==> src/rtl/cpu_pkg.sv <==
// Shared CPU definitions for the fetch stage: control-flow opcodes,
// 2-bit saturating counter type and its update helpers.
package cpu_pkg;

  localparam logic [6:0] OP_BRANCH  = 7'b1100011;
  localparam logic [6:0] OP_JAL     = 7'b1101111;
  localparam logic [6:0] OP_JALR    = 7'b1100111;
  // BRANCH, JAL and JALR all share these three upper opcode bits
  localparam logic [2:0] OP_CTRL_HI = 3'b110;

  typedef logic [1:0] ctr2_t;

  localparam ctr2_t CTR_SNT = 2'b00;
  localparam ctr2_t CTR_WNT = 2'b01;
  localparam ctr2_t CTR_WT  = 2'b10;
  localparam ctr2_t CTR_ST  = 2'b11;

  // Saturating step toward the resolved direction; never wraps.
  function automatic ctr2_t ctr_next(input ctr2_t ctr, input logic taken);
    ctr2_t nxt;
    unique case (ctr)
      CTR_SNT: nxt = taken ? CTR_WNT : CTR_SNT;
      CTR_WNT: nxt = taken ? CTR_WT  : CTR_SNT;
      CTR_WT:  nxt = taken ? CTR_ST  : CTR_WNT;
      default: nxt = taken ? CTR_ST  : CTR_WT;
    endcase
    return nxt;
  endfunction

  // Initial confidence for a freshly allocated entry: unconditional
  // jumps start strongly taken, conditional branches weakly taken.
  function automatic ctr2_t alloc_ctr(input logic [6:0] op);
    ctr2_t c;
    unique case (op)
      OP_JAL, OP_JALR: c = CTR_ST;
      OP_BRANCH:       c = CTR_WT;
      default:         c = CTR_WT;
    endcase
    return c;
  endfunction

endpackage

==> src/rtl/btb_table.sv <==
// Direct-mapped branch target buffer: valid/tag/target/counter arrays with
// one combinational lookup port and one synchronous train port.
// The train port does its own hit check against the stored entry, so the
// lookup port always returns the pre-update contents (no bypass).
module btb_table
  import cpu_pkg::*;
#(
  parameter int ENTRIES = 64,
  parameter int IDX_W   = $clog2(ENTRIES),
  parameter int TAG_W   = 32 - IDX_W - 2
) (
  input  logic             clk_i,
  input  logic             rst_ni,
  // lookup port
  input  logic [IDX_W-1:0] rd_idx,
  output logic             rd_valid,
  output logic [TAG_W-1:0] rd_tag,
  output logic [31:0]      rd_target,
  output ctr2_t            rd_ctr,
  // train port
  input  logic             upd_en,
  input  logic [IDX_W-1:0] upd_idx,
  input  logic [TAG_W-1:0] upd_tag,
  input  logic             upd_taken,
  input  logic [31:0]      upd_target,
  input  ctr2_t            upd_alloc_ctr
);

  logic [ENTRIES-1:0] valid_q;
  logic [TAG_W-1:0]   tag_q    [ENTRIES];
  logic [31:0]        target_q [ENTRIES];
  ctr2_t              ctr_q    [ENTRIES];

  logic upd_hit;
  logic upd_alloc;

  // Lookup is a plain array read of the current contents
  always_comb begin
    rd_valid  = valid_q[rd_idx];
    rd_tag    = tag_q[rd_idx];
    rd_target = target_q[rd_idx];
    rd_ctr    = ctr_q[rd_idx];
  end

  // Classify the training event against the stored entry
  always_comb begin
    upd_hit   = valid_q[upd_idx] && (tag_q[upd_idx] == upd_tag);
    upd_alloc = upd_en && !upd_hit && upd_taken;
  end

  // Valid bits are the only state that reset clears
  always_ff @(posedge clk_i) begin
    if (!rst_ni) begin
      valid_q <= '0;
    end else if (upd_alloc) begin
      valid_q[upd_idx] <= 1'b1;
    end
  end

  // Payload arrays: train a hit, or overwrite the slot on a taken miss
  always_ff @(posedge clk_i) begin
    if (upd_en && upd_hit) begin
      ctr_q[upd_idx] <= ctr_next(ctr_q[upd_idx], upd_taken);
      if (upd_taken) begin
        target_q[upd_idx] <= upd_target;
      end
    end else if (upd_alloc) begin
      tag_q[upd_idx]    <= upd_tag;
      target_q[upd_idx] <= upd_target;
      ctr_q[upd_idx]    <= upd_alloc_ctr;
    end
  end

endmodule

==> src/rtl/twobit_branch_predictor.sv <==
// IF-stage next-PC generator. Holds the fetch PC, predicts taken control
// flow from a direct-mapped BTB with 2-bit counters, and is redirected and
// trained by the resolved EX-stage instruction.
// There is no valid/ready handshake: every input is consumed on every
// posedge, and a redirect reaches pc_IF one cycle later.
module twobit_branch_predictor
  import cpu_pkg::*;
#(
  parameter int          ENTRIES  = 64,
  parameter logic [31:0] RESET_PC = 32'h0000_0000
) (
  input  logic        clk_i,
  input  logic        rst_ni,
  input  logic        stall_PC,
  input  logic        comp_o,
  input  logic [31:0] PC_jump_EX,
  input  logic [31:0] pc_EX,
  input  logic [6:0]  op_ex,
  input  logic        PCSel_EX,
  output logic [31:0] pc_IF,
  output logic        pred_taken,
  output logic [31:0] pred_target
);

  localparam int IDX_W = $clog2(ENTRIES);
  localparam int TAG_W = 32 - IDX_W - 2;

  logic [31:0]      pc_q;
  logic [31:0]      pc_d;

  logic [IDX_W-1:0] if_idx;
  logic [TAG_W-1:0] if_tag;
  logic             rd_valid;
  logic [TAG_W-1:0] rd_tag;
  logic [31:0]      rd_target;
  ctr2_t            rd_ctr;

  logic             upd_en;
  logic [IDX_W-1:0] upd_idx;
  logic [TAG_W-1:0] upd_tag;
  ctr2_t            upd_alloc_ctr;

  // Byte offset of pc_EX carries no information for the BTB
  logic unused_pc_ex;
  assign unused_pc_ex = ^pc_EX[1:0];

  btb_table #(
    .ENTRIES (ENTRIES),
    .IDX_W   (IDX_W),
    .TAG_W   (TAG_W)
  ) u_btb (
    .clk_i         (clk_i),
    .rst_ni        (rst_ni),
    .rd_idx        (if_idx),
    .rd_valid      (rd_valid),
    .rd_tag        (rd_tag),
    .rd_target     (rd_target),
    .rd_ctr        (rd_ctr),
    .upd_en        (upd_en),
    .upd_idx       (upd_idx),
    .upd_tag       (upd_tag),
    .upd_taken     (PCSel_EX),
    .upd_target    (PC_jump_EX),
    .upd_alloc_ctr (upd_alloc_ctr)
  );

  // Lookup for the current fetch PC; counter MSB is the direction
  always_comb begin
    if_idx      = pc_q[IDX_W+1:2];
    if_tag      = pc_q[31:IDX_W+2];
    pred_taken  = rd_valid && (rd_tag == if_tag) && rd_ctr[1];
    pred_target = rd_target;
  end

  // Training decode: any control-flow opcode in EX trains the table
  always_comb begin
    upd_en        = (op_ex[6:4] == OP_CTRL_HI);
    upd_idx       = pc_EX[IDX_W+1:2];
    upd_tag       = pc_EX[31:IDX_W+2];
    upd_alloc_ctr = alloc_ctr(op_ex);
  end

  // Next-PC select: mispredict redirect beats stall beats prediction
  always_comb begin
    if (comp_o) begin
      pc_d = PC_jump_EX;
    end else if (stall_PC) begin
      pc_d = pc_q;
    end else if (pred_taken) begin
      pc_d = pred_target;
    end else begin
      pc_d = pc_q + 32'd4;
    end
  end

  // Fetch PC register
  always_ff @(posedge clk_i) begin
    if (!rst_ni) begin
      pc_q <= RESET_PC;
    end else begin
      pc_q <= pc_d;
    end
  end

  assign pc_IF = pc_q;

endmodule
==> config.mk <==
export PLATFORM = sky130hd
export DESIGN_NAME = twobit_branch_predictor
export DESIGN_NICKNAME = d
export VERILOG_FILES = /design/src/rtl/cpu_pkg.sv /design/src/rtl/btb_table.sv /design/src/rtl/twobit_branch_predictor.sv
export SDC_FILE = /design/constraint.sdc
export NUM_CORES = 2
export LEC_CHECK = 0
export CAP_MARGIN = 20
export CELL_PAD_IN_SITES_DETAIL_PLACEMENT = 1
export CELL_PAD_IN_SITES_GLOBAL_PLACEMENT = 2
export CORE_ASPECT_RATIO = 1.5
export CORE_MARGIN = 2
export CORE_UTILIZATION = 32
export CTS_CLUSTER_DIAMETER = 80
export DETAILED_ROUTE_END_ITERATION = 10
export PLACE_DENSITY_LB_ADDON = 0.2
export SYNTH_ARGS = -nofsm -noshare
export SYNTH_HDL_FRONTEND = slang
export SYNTH_SLANG_ARGS = --single-unit
export TNS_END_PERCENT = 50
==> constraint.sdc <==
create_clock -name clk_i -period 12.59 [get_ports clk_i]
set_input_delay 3.777 -clock clk_i [delete_from_list [all_inputs] [get_ports clk_i]]
set_output_delay 3.777 -clock clk_i [all_outputs]
set_load 0.02 [all_outputs]
==> results list <==
- edfxtp_1 is the most common cell in the netlist.
* Area fraction of the dominant cell type after synthesis: just under 70%
- Netlist Area Pre-Place: 161,000 um^2
- The worst pin sits at a relative slew slack of between 10% and 20%.
- Clock tree synthesis inserted a total of roughly 380 buffers.
* Initial antenna violation count: 54
- For this run, the post-layout net count is approximately 8,500.
- Number of top-level design ports: between 100 and 150
- Leakage Power: 56.4 nW
* Buffer cell driving the clock tree root: clkbuf_16
- The first global-routing pass estimated between 900,000 and 1,000,000 um of wire.
- Setup total negative slack on the finished layout was measured at 0 ns.
- From synthesis to final layout, the design area changed by 15.2%.
- Outcome: completed
* Fraction of final layout cells with drive strength greater than 1: between 30 and 40%
- Once the clock tree was built, the resizer swapped 0 gates to a different size.
- Die W: a little under 600 um
* Number of standard cells after synthesis: about 8,000
- Cts hold-fix bufs: 0
- The signal on the critical path passes through buf_12, buf_4, mux4_2, mux2i_1, a221oi_1, a22oi_1, xnor2_1, nor2_1, nand4_2, nor4_4, clkdlybuf4s50_1.
* Final worst path period need: around 11 ns
- In this run switching power makes up about a quarter of total power.
- Via count: slightly above 90,000
- VDD sags by at most 0.117 mV.
- After synthesis, flip-flops and latches occupy around 71% of the total area.
* Per-instance average area after synthesis: 20.0 um^2
- The routed design has around 680,000 um of wire.
* Category of the worst setup path launch point: flip-flop
- The first routing iteration left roughly 12,000 violations.
* # rows: roughly 320
- STA puts the critical path data arrival time at slightly below 8 ns.
- Starting density of the core: 32.2%
- In this run the worst hold path is classified as reg -> reg.
- In the synthesized netlist the async set-or-reset flop fraction comes to 0%.
- Net load switching power: between 6 and 7 mW
- Worst clock skew: between 0.07 and 0.08 ns
- Aggregate global-route resource usage: 26.4%
* Buffer depth of the longest clock path: 4
- The internal portion of the total power is between 20 and 25 mW.
- Chip Height: just under 900 um
- In this run the worst path has a maximum fanout of 35.
- The number of buffers and inverters on the critical path is 3.
- Die Outline Area: about 500,000 um^2
* Ranking of synthesized cells by instance count: 3,712 x edfxtp_1, 1,186 x mux4_2, 327 x mux2i_1
* Share of the cycle needed by the critical path after routing: 91.1%
- Cell type of the slowest stage on the worst timing path: a22oi_1
- Clock-pin slew on the worst setup and hold paths: 0.06 ns
* Number of clock sinks: 3,814
* GR Overflow Total: 0
* Clock network latency to the later pin of the worst-skew pair: roughly 1.0 ns
- Detail Route Antenna Nets: 0
- The number of max-slew violations in the final report is 0.
- After synthesis the netlist holds a flip-flop and latch count of about 3,800.
- Total power per unit cell area: about 150 nW/um^2
- CP peak stage delay: between 1 and 1.5 ns
* RePlAce Congestion: around 0.88
* Endpoint class of the critical path: primary output
- The final hold violation count is 0.
* Warning count from the yosys run: 0
- Dividing the detail-routed via count by the number of cells gives 6.05.
- Summing internal, switching and leakage power gives about 28 mW.
* DR DRC count: 0
- Share of power burned in combinational logic: 9.1%
- For the pin with the worst max-slew slack, the measured transition is 1.24 ns.
- Number of port buffers: roughly 140
- Fill count: about 48,000
- Most instantiated flip-flop cell in the synthesis netlist: edfxtp_1
- In the final routed layout, each cell accounts on average for between 40 and 50 um.
- TritonCTS built the clock tree.
* CTS HTree Levels: 5
- The critical path in this run is classified as reg -> out.
- Highest clock frequency the design can meet: between 0.08 and 0.09 GHz
- Power share of the sequential group: between 50% and 60%
- Setup Viol. Count Final: 0
* Mapped Nets: between 8,000 and 9,000
* Number of global-route vias before repair: 96,500
* Sum of net half-perimeters after detailed placement: approximately 410,000 um
* Ranking of synthesized cells by area: edfxtp_1 69%, mux4_2 17%, mux2i_1 2.0%, dfxtp_1 1.3%, mux2_2 1.1%
- Entering global routing, the biggest net connects 137 pins.
* Unrepaired setup endpoints after global routing: false
* Max-cap check violation count: 0
- The first detailed-routing pass ran for 5 iterations.
- The biggest area contributor in the post-synthesis netlist is edfxtp_1.
- Fraction of power consumed by the clock network: 40.9%
* CP delay by family, top: buffers and inverters
- Total core area: approximately 500,000 um^2
- STA puts the critical path data required time at between 8 and 9 ns.
- Number of setup buffers added after CTS: 0
- In this run, synthesis inferred ~3,700 flip-flops with an integrated enable.
* Number of different library cells in the post-synthesis netlist: 86
worst register-to-register path: cells and delay by family (launching register included):
| kind | cells | cell delay, ns |
|---|---|---|
| buf+inv | 3 | 1.76 |
| compound gates | 4 | 1.55 |
| simple gates | 3 | 1.54 |
| mux | 3 | 1.23 |
| flops | 1 | 0.93 |
| xor+xnor | 1 | 0.21 |
sequential cells by signal (all words and copies together), names as in the netlist, named ones only:
| register | flops |
|---|---|
| pc_IF | 32 |
| u_btb.ctr_q | 128 |
| u_btb.tag_q | 1536 |
| u_btb.target_q | 2048 |
| u_btb.valid_q | 64 |
layer usage:
| layer | part of all wire [%] | GRT usage [%] | vias up |
|---|---|---|---|
| met5 | 0.029 | 0 | - |
| met4 | 7.4 | 16.8 | 32 |
| met3 | 6.8 | 3.99 | 1385 |
| met2 | 50 | 45.1 | 4774 |
| met1 | 36 | 31.2 | 51500 |
| li1 | - | - | 35300 |
cell type report:
cell class	instances	area (um^2)	area share (%)
inverters	11	56.3	0.0304
repair buffers	624	5810	3.14
flip-flops and latches	3814	114000	61.3
multi-input cells	3640	45600	24.6
clock inverters	219	2040	1.10
clock buffers	485	10100	5.43
diodes	23	57.6	0.0311
well taps	6560	8210	4.43
per-stage QoR:
stage          area, um^2  util [%]  hold WS (ns)  instances  setup WS, ns
3_5_place_dp       172000      34.5         0.480      14600          1.65
4_1_cts            185000      36.9         0.495      15300          1.21
3_3_place_gp       172000      34.5         0.463      14600          1.60
6_report           185000      37.1         0.493      15400          1.12
2_1_floorplan      161000         -         0.436       8061          3.20
5_1_grt            185000      37.0         0.511      15400          1.09
cells in the final DEF, fill, tap and decap left out, types with 76 or more instances in the layout:
master     netlist  final
clkbuf_16        0    384
clkinv_2         0     90
dfxtp_1        102     96
nor2_1         228    147
mux4_2        1186   1186
nor2_4           0     76
clkbuf_1       259     92
nand2_1        240    236
buf_12           1     81
mux2i_1        327    327
a221oi_1       193    193
edfxtp_1      3712   3712
buf_4           57    401
o22ai_1        132    132
o21ai_0         87     87
a21oi_1        131    130
mux2_2         155    155
a22oi_1        188    188
logic make-up after synthesis:
kind of cell | count (synthesis) | share of synthesized area (%)
XOR/XNOR | 64 | 0.348
adder cells (fa/ha/maj) | 1 | 0.00778
buffers and inverters | 607 | 1.85
flip-flops | 3814 | 70.6
AND/OR/NAND/NOR | 775 | 2.29
AO/OA/AOI/OAI | 1127 | 5.14
multiplexers | 1673 | 19.8
worst paths after layout:
check	startpoint	end	slack, ns	cells past startpoint
min	u_btb.valid_q[23]	u_btb.valid_q[23]	0.49	2
min reg2reg	u_btb.valid_q[23]	u_btb.valid_q[23]	0.49	2
max reg2reg	flip-flop	flip-flop	5.23	14
max	flip-flop	pred_taken	1.12	11
power by group through the flow:
stage	Sequential (mW)	Clock [mW]	Combinational, mW
2_1_floorplan	14.3	0	1.33
3_3_place_gp	14.3	0	2.49
3_5_place_dp	14.3	0	2.52
4_1_cts	14.0	11.6	2.53
5_1_grt	14.0	12.0	2.62
6_report	14.0	11.5	2.55
(Power assumes the default switching activity.)
